$ cat config.mk
export PLATFORM = sky130hd
export DESIGN_NAME = alarm_clock_multi
export DESIGN_NICKNAME = d
export VERILOG_FILES = /design/src/rtl/alarm_clock_multi.sv
export SDC_FILE = /design/constraint.sdc
export NUM_CORES = 1
export LEC_CHECK = 0
export ABC_AREA = 1
export CAP_MARGIN = 5
export CORE_MARGIN = 5
export CORE_UTILIZATION = 29
export CTS_CLUSTER_DIAMETER = 60
export CTS_CLUSTER_SIZE = 8
export DETAILED_ROUTE_END_ITERATION = 7
export PLACE_DENSITY_LB_ADDON = 0.15
export SLEW_MARGIN = 20
export SYNTH_ARGS = -nofsm -noshare
export SYNTH_HDL_FRONTEND = slang
export SYNTH_SLANG_ARGS = --single-unit
$ cat constraint.sdc
create_clock -name clk -period 4.35 [get_ports clk]
set_input_delay 1.0875 -clock clk [delete_from_list [all_inputs] [get_ports clk]]
set_output_delay 1.0875 -clock clk [all_outputs]
set_load 0.005 [all_outputs]
$ cat src/rtl/alarm_clock_multi.sv
// Alarm clock: BCD 24h time with a minute prescaler, NUM_ALARMS armed alarms, digit-wise load editing.
// Latency: edits, ticks and ring flags update on the clock edge after the request; reset is asynchronous.
// No backpressure: every input is sampled each cycle. Build with SNOOZE_EN defined to add per-alarm snooze.
module alarm_clock_multi #(
  parameter int NUM_ALARMS    = 2,
  parameter int TICKS_PER_MIN = 60,
  parameter int RING_MIN      = 1,
  parameter int SNOOZE_MIN    = 5,
  localparam int SELW = (NUM_ALARMS > 1) ? $clog2(NUM_ALARMS) : 1
) (
  input  logic                  clk,
  input  logic                  rst,
  input  logic                  min_rst,
  input  logic                  en,
  input  logic                  clock_load,
  input  logic                  alarm_load,
  input  logic [SELW-1:0]       alarm_sel,
  input  logic                  load_num_rst,
  input  logic [1:0]            load_up_down,
  input  logic [1:0]            load_left_right,
  input  logic [NUM_ALARMS-1:0] alarm_arm,
  input  logic                  snooze,
  input  logic                  ack,
  output logic [1:0]            cursor,
  output logic [15:0]           clock_out,
  output logic [15:0]           alarm_out,
  output logic [NUM_ALARMS-1:0] ring_id
);

  localparam int PW = (TICKS_PER_MIN > 1) ? $clog2(TICKS_PER_MIN) : 1;
  localparam int RW = (RING_MIN > 1) ? $clog2(RING_MIN) : 1;
  localparam logic [PW-1:0] PRESC_LAST = PW'(TICKS_PER_MIN - 1);
  localparam logic [RW-1:0] RING_LAST  = RW'(RING_MIN - 1);

  typedef enum logic [1:0] {MODE_RUN, MODE_CLOCK, MODE_ALARM} mode_t;

  mode_t                            mode, mode_q;
  logic [PW-1:0]                    presc_q;
  logic [15:0]                      time_q, time_next;
  logic [NUM_ALARMS-1:0][15:0]      alarm_q;
  logic [1:0]                       cursor_q, cur_eff;
  logic [NUM_ALARMS-1:0]            ring_q, match, rering;
  logic [NUM_ALARMS-1:0][RW-1:0]    ring_cnt;
  logic                             entry, act_up, act_dn, act_l, act_r;
  logic                             sel_ok, digit_write, tick;
  logic [15:0]                      sel_alarm, clock_edit, alarm_edit;

  // Largest legal value of the digit at pos; HR_0 tops out at 3 in the 20s.
  function automatic logic [3:0] digit_max(input logic [1:0] pos, input logic [15:0] v);
    case (pos)
      2'd0:    digit_max = 4'd9;
      2'd1:    digit_max = 4'd5;
      2'd2:    digit_max = (v[15:12] == 4'd2) ? 4'd3 : 4'd9;
      default: digit_max = 4'd2;
    endcase
  endfunction

  // Apply one edit action to the digit under the cursor, then keep HR_0 legal.
  function automatic logic [15:0] edit_bcd(input logic [15:0] v, input logic [1:0] pos,
                                           input logic clr, input logic up, input logic dn);
    logic [15:0] r;
    logic [3:0]  d, mx;
    r  = v;
    d  = v[{pos, 2'b00} +: 4];
    mx = digit_max(pos, v);
    if (clr)     d = 4'd0;
    else if (up) d = (d >= mx) ? 4'd0 : d + 4'd1;
    else if (dn) d = (d == 4'd0) ? mx : d - 4'd1;
    r[{pos, 2'b00} +: 4] = d;
    if (r[15:12] == 4'd2 && r[11:8] > 4'd3) r[11:8] = 4'd3;
    return r;
  endfunction

  // One minute later, with BCD carries and 23:59 -> 00:00.
  function automatic logic [15:0] next_time(input logic [15:0] t);
    logic [3:0] h1, h0, m1, m0;
    {h1, h0, m1, m0} = t;
    if (m0 != 4'd9) m0 = m0 + 4'd1;
    else begin
      m0 = 4'd0;
      if (m1 != 4'd5) m1 = m1 + 4'd1;
      else begin
        m1 = 4'd0;
        if (h1 == 4'd2 && h0 == 4'd3) begin h1 = 4'd0; h0 = 4'd0; end
        else if (h0 == 4'd9)          begin h0 = 4'd0; h1 = h1 + 4'd1; end
        else                          h0 = h0 + 4'd1;
      end
    end
    return {h1, h0, m1, m0};
  endfunction

  // Load mode decode, one-hot action priority and the minute tick.
  always_comb begin
    mode        = clock_load ? MODE_CLOCK : (alarm_load ? MODE_ALARM : MODE_RUN);
    entry       = (mode != MODE_RUN) && (mode != mode_q);
    cur_eff     = entry ? 2'd0 : cursor_q;
    act_up      = !load_num_rst && (load_up_down == 2'b10);
    act_dn      = !load_num_rst && (load_up_down == 2'b01);
    act_l       = !load_num_rst && !act_up && !act_dn && (load_left_right == 2'b10);
    act_r       = !load_num_rst && !act_up && !act_dn && (load_left_right == 2'b01);
    sel_ok      = int'(alarm_sel) < NUM_ALARMS;
    sel_alarm   = sel_ok ? alarm_q[alarm_sel] : 16'h0000;
    clock_edit  = edit_bcd(time_q, cur_eff, load_num_rst, act_up, act_dn);
    alarm_edit  = edit_bcd(sel_alarm, cur_eff, load_num_rst, act_up, act_dn);
    digit_write = (mode == MODE_CLOCK) && (load_num_rst || act_up || act_dn);
    tick        = en && !clock_load && !min_rst && (presc_q == PRESC_LAST);
    time_next   = next_time(time_q);
    for (int k = 0; k < NUM_ALARMS; k++)
      match[k] = tick && alarm_arm[k] && (time_next == alarm_q[k]);
  end

  // Mode register, prescaler, time, alarm registers and cursor.
  always_ff @(posedge clk or negedge rst) begin
    if (!rst) begin
      mode_q   <= MODE_RUN;
      presc_q  <= '0;
      time_q   <= 16'h0000;
      alarm_q  <= '0;
      cursor_q <= 2'd0;
    end else begin
      mode_q <= mode;
      if (min_rst || digit_write)      presc_q <= '0;
      else if (en && !clock_load)      presc_q <= (presc_q == PRESC_LAST) ? '0 : presc_q + PW'(1);
      if (mode == MODE_CLOCK)          time_q <= clock_edit;
      else if (tick)                   time_q <= time_next;
      if (mode == MODE_ALARM && sel_ok) alarm_q[alarm_sel] <= alarm_edit;
      if (mode != MODE_RUN)
        cursor_q <= act_l ? cur_eff + 2'd1 : (act_r ? cur_eff - 2'd1 : cur_eff);
    end
  end

`ifdef SNOOZE_EN
  localparam int SW = $clog2(SNOOZE_MIN + 1);
  logic [NUM_ALARMS-1:0]         snz_vld;
  logic [NUM_ALARMS-1:0][SW-1:0] snz_cnt;
  logic                          unused_snooze;
  assign unused_snooze = 1'b0;

  // A snoozed alarm re-rings on the tick where its countdown expires.
  always_comb begin
    for (int k = 0; k < NUM_ALARMS; k++)
      rering[k] = snz_vld[k] && (snz_cnt[k] == SW'(1));
  end
`else
  logic unused_snooze;
  assign unused_snooze = snooze;
  assign rering        = '0;
`endif

  // Per-alarm ring flag: ack/disarm first, then snooze, then tick-driven set or auto-stop.
  always_ff @(posedge clk or negedge rst) begin
    if (!rst) begin
      ring_q   <= '0;
      ring_cnt <= '0;
`ifdef SNOOZE_EN
      snz_vld  <= '0;
      snz_cnt  <= '0;
`endif
    end else begin
      for (int k = 0; k < NUM_ALARMS; k++) begin
        if (ack || !alarm_arm[k]) begin
          ring_q[k]   <= 1'b0;
          ring_cnt[k] <= '0;
`ifdef SNOOZE_EN
          snz_vld[k]  <= 1'b0;
`endif
        end
`ifdef SNOOZE_EN
        else if (snooze && ring_q[k]) begin
          ring_q[k]   <= 1'b0;
          ring_cnt[k] <= '0;
          snz_vld[k]  <= 1'b1;
          snz_cnt[k]  <= SW'(SNOOZE_MIN);
        end
`endif
        else if (tick) begin
          if (match[k] || rering[k]) begin
            ring_q[k]   <= 1'b1;
            ring_cnt[k] <= '0;
          end else if (ring_q[k]) begin
            if (ring_cnt[k] == RING_LAST) begin
              ring_q[k]   <= 1'b0;
              ring_cnt[k] <= '0;
            end else begin
              ring_cnt[k] <= ring_cnt[k] + RW'(1);
            end
          end
`ifdef SNOOZE_EN
          if (rering[k])       snz_vld[k] <= 1'b0;
          else if (snz_vld[k]) snz_cnt[k] <= snz_cnt[k] - SW'(1);
`endif
        end
      end
    end
  end

  assign cursor    = cursor_q;
  assign clock_out = time_q;
  assign alarm_out = sel_alarm;
  assign ring_id   = ring_q;

endmodule

=== Word-level counts from Yosys, hierarchy flattened ===
Index checks and enable logic that the tools add are counted.

* ROM bits: 0
* Bits of input ports: 16
* Register bits after elaboration: 62
* Memory bits (writable): 0
* Memories kept: 0
* Latch bits: 0
* Word-level logic and storage cells: 162
* Output and inout port bits: 36

* Multiply operators: 0
* Eq/ne operators: 20
* Bitwise gates (word level): 0
* Divide/modulo/power cells: 0
* Shifts and indexed selects: 5
* $lt $le $gt $ge: 6
* Mux-type cells: 64
* $add $sub $neg: 14
* Reductions and logical operators: 43

{| class="wikitable"
|+ Operators by type and width
! cell !! count
|-
| 2-to-1 mux 4 bit || 25
|-
| 2-to-1 mux 16 bit || 5
|-
| bitwise mux 16 bit || 2
|-
| bitwise mux 32 bit || 1
|-
| == test 16 bit || 2
|-
| indexed part select 16 x 5 -> 4 bit || 2
|-
| indexed part select 4 x 6 -> 16 bit || 2
|-
| adder 4 x 1 -> 4 bit, second input constant || 6
|-
| case mux 4 bit (3 select lines) || 2
|-
| == test 4 x 2 -> 1 bit, second input constant || 5
|-
| 2-to-1 mux 1 bit || 20
|-
| logical AND 1 bit || 19
|-
| 2-to-1 mux 6 bit || 3
|-
| demux 16 bit (select 1 bit) || 1
|-
| variable shift 4 x 6 -> 16 bit, first input constant || 1
|-
| 2-to-1 mux 2 bit || 5
|-
| nonzero test 2 bit || 5
|-
| == test 2 x 1 -> 1 bit, second input constant || 4
|-
| == test 2 bit, second input constant || 4
|-
| greater-or-equal comparator 4 bit || 2
|-
| greater-than comparator 4 x 2 -> 1 bit, second input constant || 2
|-
| logical NOT 4 bit || 2
|-
| subtractor 4 x 1 -> 4 bit, second input constant || 2
|-
| logical NOT 1 bit || 7
|-
| 16 further kinds || 23
|}

=== Depth between registers and ports, before layout ===
Gate-level depths: netlist of run 1.

* Depth in word-level cells: 17
* Mapped depth: 28
* Mapped depth without buffers: 26

=== Worst setup path after synthesis of run 1 ===
Ideal clock, no wire load.

* Kind: input port to flip-flop
* Start: in alarm_load
* End: reg time_q[8], in the netlist clock_out[8]
* Arrival time: 4.004 ns
* Library setup time: 0.121 ns
* Data required time: 4.229 ns
* Path buffers: 1
* Stages: 24
* Path slack: 0.225 ns
* Path through: inv_1 > nor2_2 > nand2_2 > nand3_2 > inv_2 > clkbuf_1 > ha_1 > inv_1 > o21ai_0 > inv_1 > ha_1 > inv_1 > nor2_1 > o211ai_1 > nand3_1 > or2_2 > o21ai_0 > nand4_1 > o21ai_1 > nor2_2 > nand3_2 > nand2_1 > nand2_1 > nand2_1

* Word-level cells in the longest chain between the ends: 17
* Elaborated cells between the ends (all ways): 31
* Classes of those cells: 3 x add/sub; 2 x order compare; 5 x eq/ne; 3 x shift; 12 x mux; 6 x reduce/logical

{| class="wikitable"
|+ RTL lines
! item !! RTL line !! text
|-
| from (decl) || 16 || <nowiki>input logic alarm_load,</nowiki>
|-
| 2-to-1 mux 2 bit * (2 in a row) || 94 || <nowiki>mode = clock_load ? MODE_CLOCK : (alarm_load ? MODE_ALARM : MODE_RUN);</nowiki>
|-
| via mode[1] || 37 || <nowiki>mode_t mode, mode_q;</nowiki>
|-
| != test 2 bit or nonzero test 2 bit (tied branches) || 95 || <nowiki>entry = (mode != MODE_RUN) && (mode != mode_q);</nowiki>
|-
| logical AND 1 bit || 95 ||
|-
| 2-to-1 mux 2 bit || 96 || <nowiki>cur_eff = entry ? 2'd0 : cursor_q;</nowiki>
|-
| indexed part select 16 x 5 -> 4 bit, or another cell as far along || 64 || <nowiki>d = v[{pos, 2'b00} +: 4];</nowiki>
|-
| subtractor 4 x 1 -> 4 bit, or another cell as far along || 68 || <nowiki>else if (dn) d = (d == 4'd0) ? mx : d - 4'd1;</nowiki>
|-
| 2-to-1 mux 4 bit or greater-or-equal comparator 4 bit (tied branches) || 68, 67 ||
|-
| 2-to-1 mux 4 bit, on equally long branches || 68, 67 ||
|-
| 2-to-1 mux 4 bit || 67 || <nowiki>else if (up) d = (d >= mx) ? 4'd0 : d + 4'd1;</nowiki>
|-
| 2-to-1 mux 4 bit || 66 || <nowiki>if (clr) d = 4'd0;</nowiki>
|-
| indexed part select 4 x 6 -> 16 bit || 69 || <nowiki>r[{pos, 2'b00} +: 4] = d;</nowiki>
|-
| bitwise mux 16 bit || 69 ||
|-
| greater-than comparator 4 x 2 -> 1 bit or == test 4 x 2 -> 1 bit (tied branches) || 70 || <nowiki>if (r[15:12] == 4'd2 && r[11:8] > 4'd3) r[11:8] = 4'd3;</nowiki>
|-
| logical AND 1 bit || 70 ||
|-
| 2-to-1 mux 4 bit || 70 ||
|-
| 2-to-1 mux 16 bit || 124 || <nowiki>if (mode == MODE_CLOCK) time_q <= clock_edit;</nowiki>
|-
| to (signal assigned) || 124 ||
|-
| to (signal assigned) || 125 || <nowiki>else if (tick) time_q <= time_next;</nowiki>
|-
| to (decl) || 39 || <nowiki>logic [15:0] time_q, time_next;</nowiki>
|}

The timed path passes the listed nets; every way through them passes the cells marked *.
A chain may end at the register's enable or synchronous reset.

=== Final worst setup path of run 1 ===
Same ends and word-level chain as after synthesis.

==> flow_metrics.env, run 1 <==
export IMPL_cts_buffer_depth=2
export IMPL_dp_worst_setup_slack_ns=-0.406
export IMPL_core_mm2=0.0181
export IMPL_cts_tree="built"
export IMPL_synth_net_count=863
export IMPL_antenna_found_initial=0
export IMPL_met2WireLength_um=9400
export IMPL_wl_met1_um=9900
export IMPL_cp_slowest_stage_delay_ns=0.45
export IMPL_cap_violations=0
export IMPL_worstHoldPathCells=2
export IMPL_tightest_slew_ns=0.774
export IMPL_synth_cell_type_count=52
export IMPL_synth_area_mm2=0.00537
export IMPL_setup_tns_ns=0
export IMPL_wl_per_cell_um=17.2
export IMPL_nFillCells=1902
export IMPL_path_clk_slew_ns=0.05
export IMPL_yosys_warnings=0
export IMPL_crit_path_frequent_cell="inv_1"
export IMPL_clkSinkCount=60
export IMPL_setup_slack_ns=0.185
export IMPL_grt_pass1_vias=5634
export IMPL_initial_core_util=0.297
export IMPL_wirelength_um=20700
export IMPL_cts_buffers=9
export IMPL_grt_overflow=0
export IMPL_slew_headroom=0.479
export IMPL_grt_total_usage=0.191
export IMPL_crit_required_ns=4.58
export IMPL_irDropWorstVdd_mv=0.171
export IMPL_avgSynthCellArea_um2=6.52
export IMPL_synth_cells=823
export IMPL_htree_levels=3
export IMPL_finalNetCount=1011
export IMPL_place_area_mm2=0.00681
export IMPL_outcome="finished, final reports clean"
export IMPL_fmaxAchievable_mhz=240
export IMPL_grt_max_degree=32
export IMPL_yosys_area_share_adder=0.0560
export IMPL_path_cells="clkdlybuf4s50_1, inv_1, nor2_2, nand2_2, nand3_4, ha_4, inv_1, o21ai_1, inv_1, ha_1, inv_1, nor2_1, o211ai_1, nand3_1, or2_2, o21ai_2, nand4_1, o21ai_2, nor2_2, nand3_2, nand2_1, nand2_1, nand2_1"
export IMPL_synth_mux_area_fraction=0
export IMPL_gp_congestion=0.918
export IMPL_drc=0
export IMPL_period_needed_ns=4.16
export IMPL_yosysSeqAreaShare=0.280
export IMPL_drtIter0Drc=393
export IMPL_rsz0062_at_grt="true"
export IMPL_die_h_um=146
export IMPL_die_width_um=146
export IMPL_hold_buffers=0
export IMPL_r2r_worst_path_cells=22
export IMPL_hold_viol=0
export IMPL_fin_hold_ws_ns=0.492
export IMPL_ant_nets=0
export IMPL_yosys_area_share_simple=0.361
export IMPL_n_antenna_cell=0
export IMPL_clock_tree_root_cell="clkbuf_16"
export IMPL_p_per_area_mw_per_mm2=461
export IMPL_synth_xor_area_frac=0.0424
export IMPL_boundaryPins=52
export IMPL_power_leakage_nw=3.61
export IMPL_start_kind="input port"
export IMPL_highest_layer="met4"
export IMPL_crit_fanout=5
export IMPL_area_growth_syn_to_layout_pct=37.0
export IMPL_std_cell_rows=49
export IMPL_portBuffers=50
export IMPL_layout_drive_gt1_share=0.198
export IMPL_vias=5989
export IMPL_wl_met3_um=914
export IMPL_critical_path_slowest_cell="clkdlybuf4s50_1"
export IMPL_synth_compound_area_frac=0.152
export IMPL_dr_pass1_iters=5
export IMPL_grt_first_pass_wirelength_um=31800
export IMPL_final_max_slew_violation_count=0
export IMPL_skew_ns=0.00776
export IMPL_via_per_inst=4.97
export IMPL_worstSetupEndpointType="register"
export IMPL_final_area_mm2=0.00735
export IMPL_synth_top_family_by_area="simple AND/OR/NAND/NOR gates"
export IMPL_hold_class="register to register"
export IMPL_worstSkewPairLatency_ns=0.34
export IMPL_finalSetupViolations=0
export IMPL_dieArea_mm2=0.0213
export IMPL_dp_hpwl_um=16400
export IMPL_arrival_ns=4.39
export IMPL_critPathKind="input port to register"
export IMPL_finalCritPeriodShare=0.957
export IMPL_ys_ff_latch=60
==> worst max-delay path: cells and delay by family <==
| family | cells | cell delay (ns) |
|---|---|---|
| buffers and inverters | 5 | 0.68 |
| adders and majority gates | 2 | 0.44 |
| and+or+nand+nor | 12 | 1.43 |
| AOI/OAI and AO/OA | 4 | 0.74 |
==> cell usage in the layout, fill, tap and decap left out, drive strengths merged, types with 5 or more instances in the layout <==
cell type,count
buf,110
nor2,48
nand4,38
inv,116
nor3,11
a21oi,23
or2,6
dfrtp,60
clkdlybuf4s50,47
xor2,21
clkbuf,12
nand3,66
nand2,253
o21a,5
o221ai,5
xnor2,5
ha,24
o21ai,83
==> metal layers <==
metal  track usage  vias to the layer above
met5             0                        -
met4        0.0696                        0
met1         0.268                     2792
li1              -                     3016
met2         0.298                      155
met3        0.0282                       26
==> path summary, 6_finish.rpt <==
path	from	to	slack, ns
min	alarm_q[9]$_DFFE_PN0P_	alarm_q[9]$_DFFE_PN0P_	0.49
min reg2reg	alarm_q[9]$_DFFE_PN0P_	alarm_q[9]$_DFFE_PN0P_	0.49
min in group asynchronous	rst	alarm_q[2]$_DFFE_PN0P_	0.80
max in group asynchronous	rst	clock_out[14]$_DFFE_PN0P_	2.63
max	alarm_load	clock_out[8]$_DFFE_PN0P_	0.19
max reg2reg	mode_q[1]$_DFF_PN0_	clock_out[8]$_DFFE_PN0P_	1.00
==> flip-flops by register name, summed over array words and instances, names as in the netlist <==
register   count
alarm_q       32
clock_out     16
presc_q        6
cursor         2
mode_q         2
ring_id        2
==> metrics by stage <==
step | util | instances | power, mW
CTS | 0.395 | 1201 | 3.32
finish | 0.407 | 1204 | 3.39
global route | 0.407 | 1204 | 3.63
floorplan | - | 823 | 1.72
detailed placement | 0.377 | 1186 | 2.51
global placement | 0.377 | 1186 | 2.51
==> timing repair <==
action                     CTS  global route
buffers inserted             0             3
cloned                       0             0
pin swaps                    1            13
resized for setup            3            51
setup endpoints to repair    2            33
==> area by class of cell <==
| cell class | instances | area [um^2] | share of cell area |
|---|---|---|---|
| Timing Repair Buffer | 160 | 1350 | 0.183 |
| Clock buffer | 11 | 253 | 0.0344 |
| Clock inverter | 4 | 72.6 | 0.00987 |
| Sequential cell | 60 | 1500 | 0.204 |
| Inverter | 117 | 444 | 0.0604 |
| Tap cell | 229 | 287 | 0.0390 |
| Multi-Input combinational cell | 623 | 3450 | 0.469 |
==> cell usage after synthesis, drive strengths merged <==
| cell | n | area share |
|---|---|---|
| a2111oi | 1 | 0.0016 |
| o2111ai | 1 | 0.0016 |
| o31a | 1 | 0.0016 |
| clkbuf | 11 | 0.0077 |
| o211ai | 4 | 0.0056 |
| o221ai | 5 | 0.0082 |
| nor2 | 48 | 0.036 |
| nor3 | 11 | 0.011 |
| o21a | 5 | 0.0070 |
| xor2 | 21 | 0.034 |
| nor3b | 1 | 0.0014 |
| a22oi | 4 | 0.0056 |
| o22ai | 2 | 0.0023 |
| ha | 24 | 0.056 |
| a31oi | 4 | 0.0047 |
| nand4 | 38 | 0.044 |
| nand3 | 66 | 0.068 |
| a21oi | 23 | 0.021 |
| xnor2 | 5 | 0.0082 |
| nand3b | 4 | 0.0056 |
| nor4 | 3 | 0.0035 |
| inv | 116 | 0.082 |
| a21o | 1 | 0.0014 |
| dfrtp | 60 | 0.28 |
| nand2 | 253 | 0.18 |
| o21ai | 83 | 0.079 |
| a221oi | 1 | 0.0016 |
| and3 | 1 | 0.0012 |
| o32ai | 1 | 0.0016 |
| clkinv | 1 | 0.00070 |
| a21boi | 3 | 0.0049 |
| or2 | 6 | 0.0070 |
| o31ai | 1 | 0.0014 |
| buf | 12 | 0.018 |
| a211oi | 1 | 0.0014 |
| o41ai | 1 | 0.0016 |
==> cells by family (layout without fill, tap and decap cells) <==
logic type                 count (synthesis)  in the layout
xor gates and xnor gates                  26             26
DFF                                       60             60
AOI/OAI and AO/OA                        142            142
buffers and inverters                    140            292
and+or+nand+nor                          431            431
adders and majority gates                 24             24
==> report_power, final <==
| group | switching, mW | internal, mW |
|---|---|---|
| Clock | 0.267 | 0.528 |
| Combinational | 1.01 | 0.773 |
| Sequential | 0.149 | 0.666 |
| Total | 1.42 | 1.97 |
Note: power is estimated with default switching activity, not from simulation.
==> run 2, diff against run 1 <==
- clock period: 4.35 -> 3.6 ns (I/O delays scaled with it)
==> flow_metrics.env, run 2 (same netlist as run 1, synthesis figures left out) <==
export IMPL_outcome="finished, final reports clean"
export IMPL_r2r_slack_ns=0.37
export IMPL_slew_headroom=0.343
export IMPL_cts_tree="built"
export IMPL_met2_usage=0.326
export IMPL_via_per_inst=5.00
export IMPL_clock_tree_root_cell="clkbuf_16"
export IMPL_layout_common_cells="nand2_1, buf_4, inv_1, o21ai_0, dfrtp_1"
export IMPL_tightest_slew_ns=0.985
export IMPL_hold_viol=0
export IMPL_grt_pass1_vias=6106
export IMPL_n_antenna_cell=0
export IMPL_fin_hold_ws_ns=0.479
export IMPL_irDropWorstVdd_mv=0.235
export IMPL_r2r_end="clock_out[8]$_DFFE_PN0P_"
export IMPL_dieArea_mm2=0.0213
export IMPL_antenna_found_initial=0
export IMPL_grt_overflow=0
export IMPL_p_per_area_mw_per_mm2=546
export IMPL_critPathKind="input port to register"
export IMPL_die_h_um=146
export IMPL_ant_nets=0
export IMPL_place_area_mm2=0.00706
export IMPL_period_needed_ns=3.45
export IMPL_worstSkewPairLatency_ns=0.34
export IMPL_final_max_slew_violation_count=0
export IMPL_grt_first_pass_wirelength_um=33700
export IMPL_die_width_um=146
export IMPL_worstHoldPathCells=2
export IMPL_finalCritPeriodShare=0.960
export IMPL_met3_usage=0.0384
export IMPL_globalRoute_busiestLayer="met2"
export IMPL_crit_fanout=6
export IMPL_finalNetCount=1057
export IMPL_area_growth_syn_to_layout_pct=48.9
export IMPL_layout_drive_gt1_share=0.268
export IMPL_r2r_worst_path_cells=23
export IMPL_core_mm2=0.0181
export IMPL_final_common_cell="nand2_1"
export IMPL_cts_buffer_depth=2
export IMPL_boundaryPins=52
export IMPL_min_from="alarm_q[11]$_DFFE_PN0P_"
export IMPL_largest_register="alarm_q"
export IMPL_drc=0
export IMPL_skew_ns=0.00665
export IMPL_hold_buffers=0
export IMPL_worstSetupEndpointType="register"
export IMPL_wl_per_cell_um=17.2
export IMPL_portBuffers=50
export IMPL_grt_max_degree=37
export IMPL_arrival_ns=3.68
export IMPL_crit_required_ns=3.83
export IMPL_vias=6244
export IMPL_wirelength_um=21500
export IMPL_hold_class="register to register"
export IMPL_min_to="alarm_q[11]$_DFFE_PN0P_"
export IMPL_final_area_mm2=0.00799
export IMPL_initial_core_util=0.297
export IMPL_start_kind="input port"
export IMPL_power_leakage_nw=3.90
export IMPL_largest_reg_flops=32
export IMPL_clkSinkCount=60
export IMPL_dr_pass1_iters=5
export IMPL_fmaxAchievable_mhz=289
export IMPL_htree_levels=3
export IMPL_timing_rr_start="mode_q[1]$_DFF_PN0_"
export IMPL_cts_buffers=9
export IMPL_gp_congestion=0.917
export IMPL_finalSetupViolations=0
export IMPL_dp_hpwl_um=16800
export IMPL_path_clk_slew_ns=0.05
export IMPL_std_cell_rows=49
export IMPL_postLayoutCoreUtil=0.442
export IMPL_cap_violations=0
export IMPL_grt_total_usage=0.201
export IMPL_drtIter0Drc=436
export IMPL_grtUsageMet1=0.275
==> run 2: cell count changes in the layout (fill, tap and decap cells not counted), moves of 6 or more <==
cell,before,now
o21ai_0,69,61
ha_4,4,12
inv_2,9,15
buf_4,106,145
inv_1,105,97
==> run 2: how the worst max path moves through the flow <==
stage / start / to / slack (ns) / cells past startpoint
6_report: alarm_sel / alarm_q[9]$_DFFE_PN0P_ / 0.15 / 26
3_5_place_dp: clock_load / clock_out[8]$_DFFE_PN0P_ / -0.87 / 23
5_1_grt: alarm_sel / alarm_q[24]$_DFFE_PN0P_ / -0.03 / 25
4_1_cts: alarm_load / alarm_q[9]$_DFFE_PN0P_ / 0.007 / 25
3_3_place_gp: clock_load / clock_out[8]$_DFFE_PN0P_ / -0.87 / 23
2_1_floorplan: alarm_load / clock_out[8]$_DFFE_PN0P_ / 0.01 / 25
==> run 2: metal layers <==
layer  vias up  part of all wire
met5         -                 0
met4         0             0.022
met3        33             0.049
met2       164              0.46
met1      2935              0.47
li1       3112                 -
==> run 2: final cells by class <==
cell class / instances / area [um^2]
tap: 229 / 287
clock buffer: 11 / 253
timing repair buffer: 206 / 1770
clock inverter: 4 / 72.6
fill: 1868 / 10100
multi-input combinational: 623 / 3660
inverter: 117 / 452
sequential: 60 / 1500
==> run 2: where the power goes <==
part	switching [mW]	total, mW	internal [mW]
registers	0.157	0.963	0.806
logic	1.35	2.46	1.10
clock network	0.306	0.943	0.638
==> run 2: per-stage QoR <==
step           total power, mW  std cells  worst slack [ns]  TNS [ns]
3_5_place_dp              3.15       1211            -0.869    -29.75
2_1_floorplan             2.10        823            0.0140         0
6_report                  4.36       1250             0.145         0
3_3_place_gp              3.15       1211            -0.873    -28.23
4_1_cts                   4.23       1249           0.00697         0
5_1_grt                   4.69       1250           -0.0341    -0.163
==> run 2: critical path: stages <==
cell             delay [ns]
clkdlybuf4s15_2        0.21
buf_6                  0.14
nand2_1                0.08
o21ai_2                0.06
buf_4                  0.14
inv_2                  0.05
nor2_2                 0.04
nand3_4                0.10
nand2_1                0.07
a21oi_2                0.15
inv_2                  0.07
ha_4                   0.26
a21oi_2                0.15
o21ai_2                0.09
nor3_4                 0.18
nand3_1                0.14
nand2_2                0.13
nand4_1                0.14
nor2_2                 0.13
nor2_2                 0.05
nand3_1                0.08
nor2_2                 0.05
nand2_4                0.10
nand2_2                0.07
nand2_1                0.05
nand2_1                0.04
==> run 2: timing repair <==
item / CTS / global route
cloned: 3 / 0
pin swaps: 32 / 37
resized for setup: 56 / 60
setup buffers: 20 / 1
endpoints found under the setup margin: 48 / 41
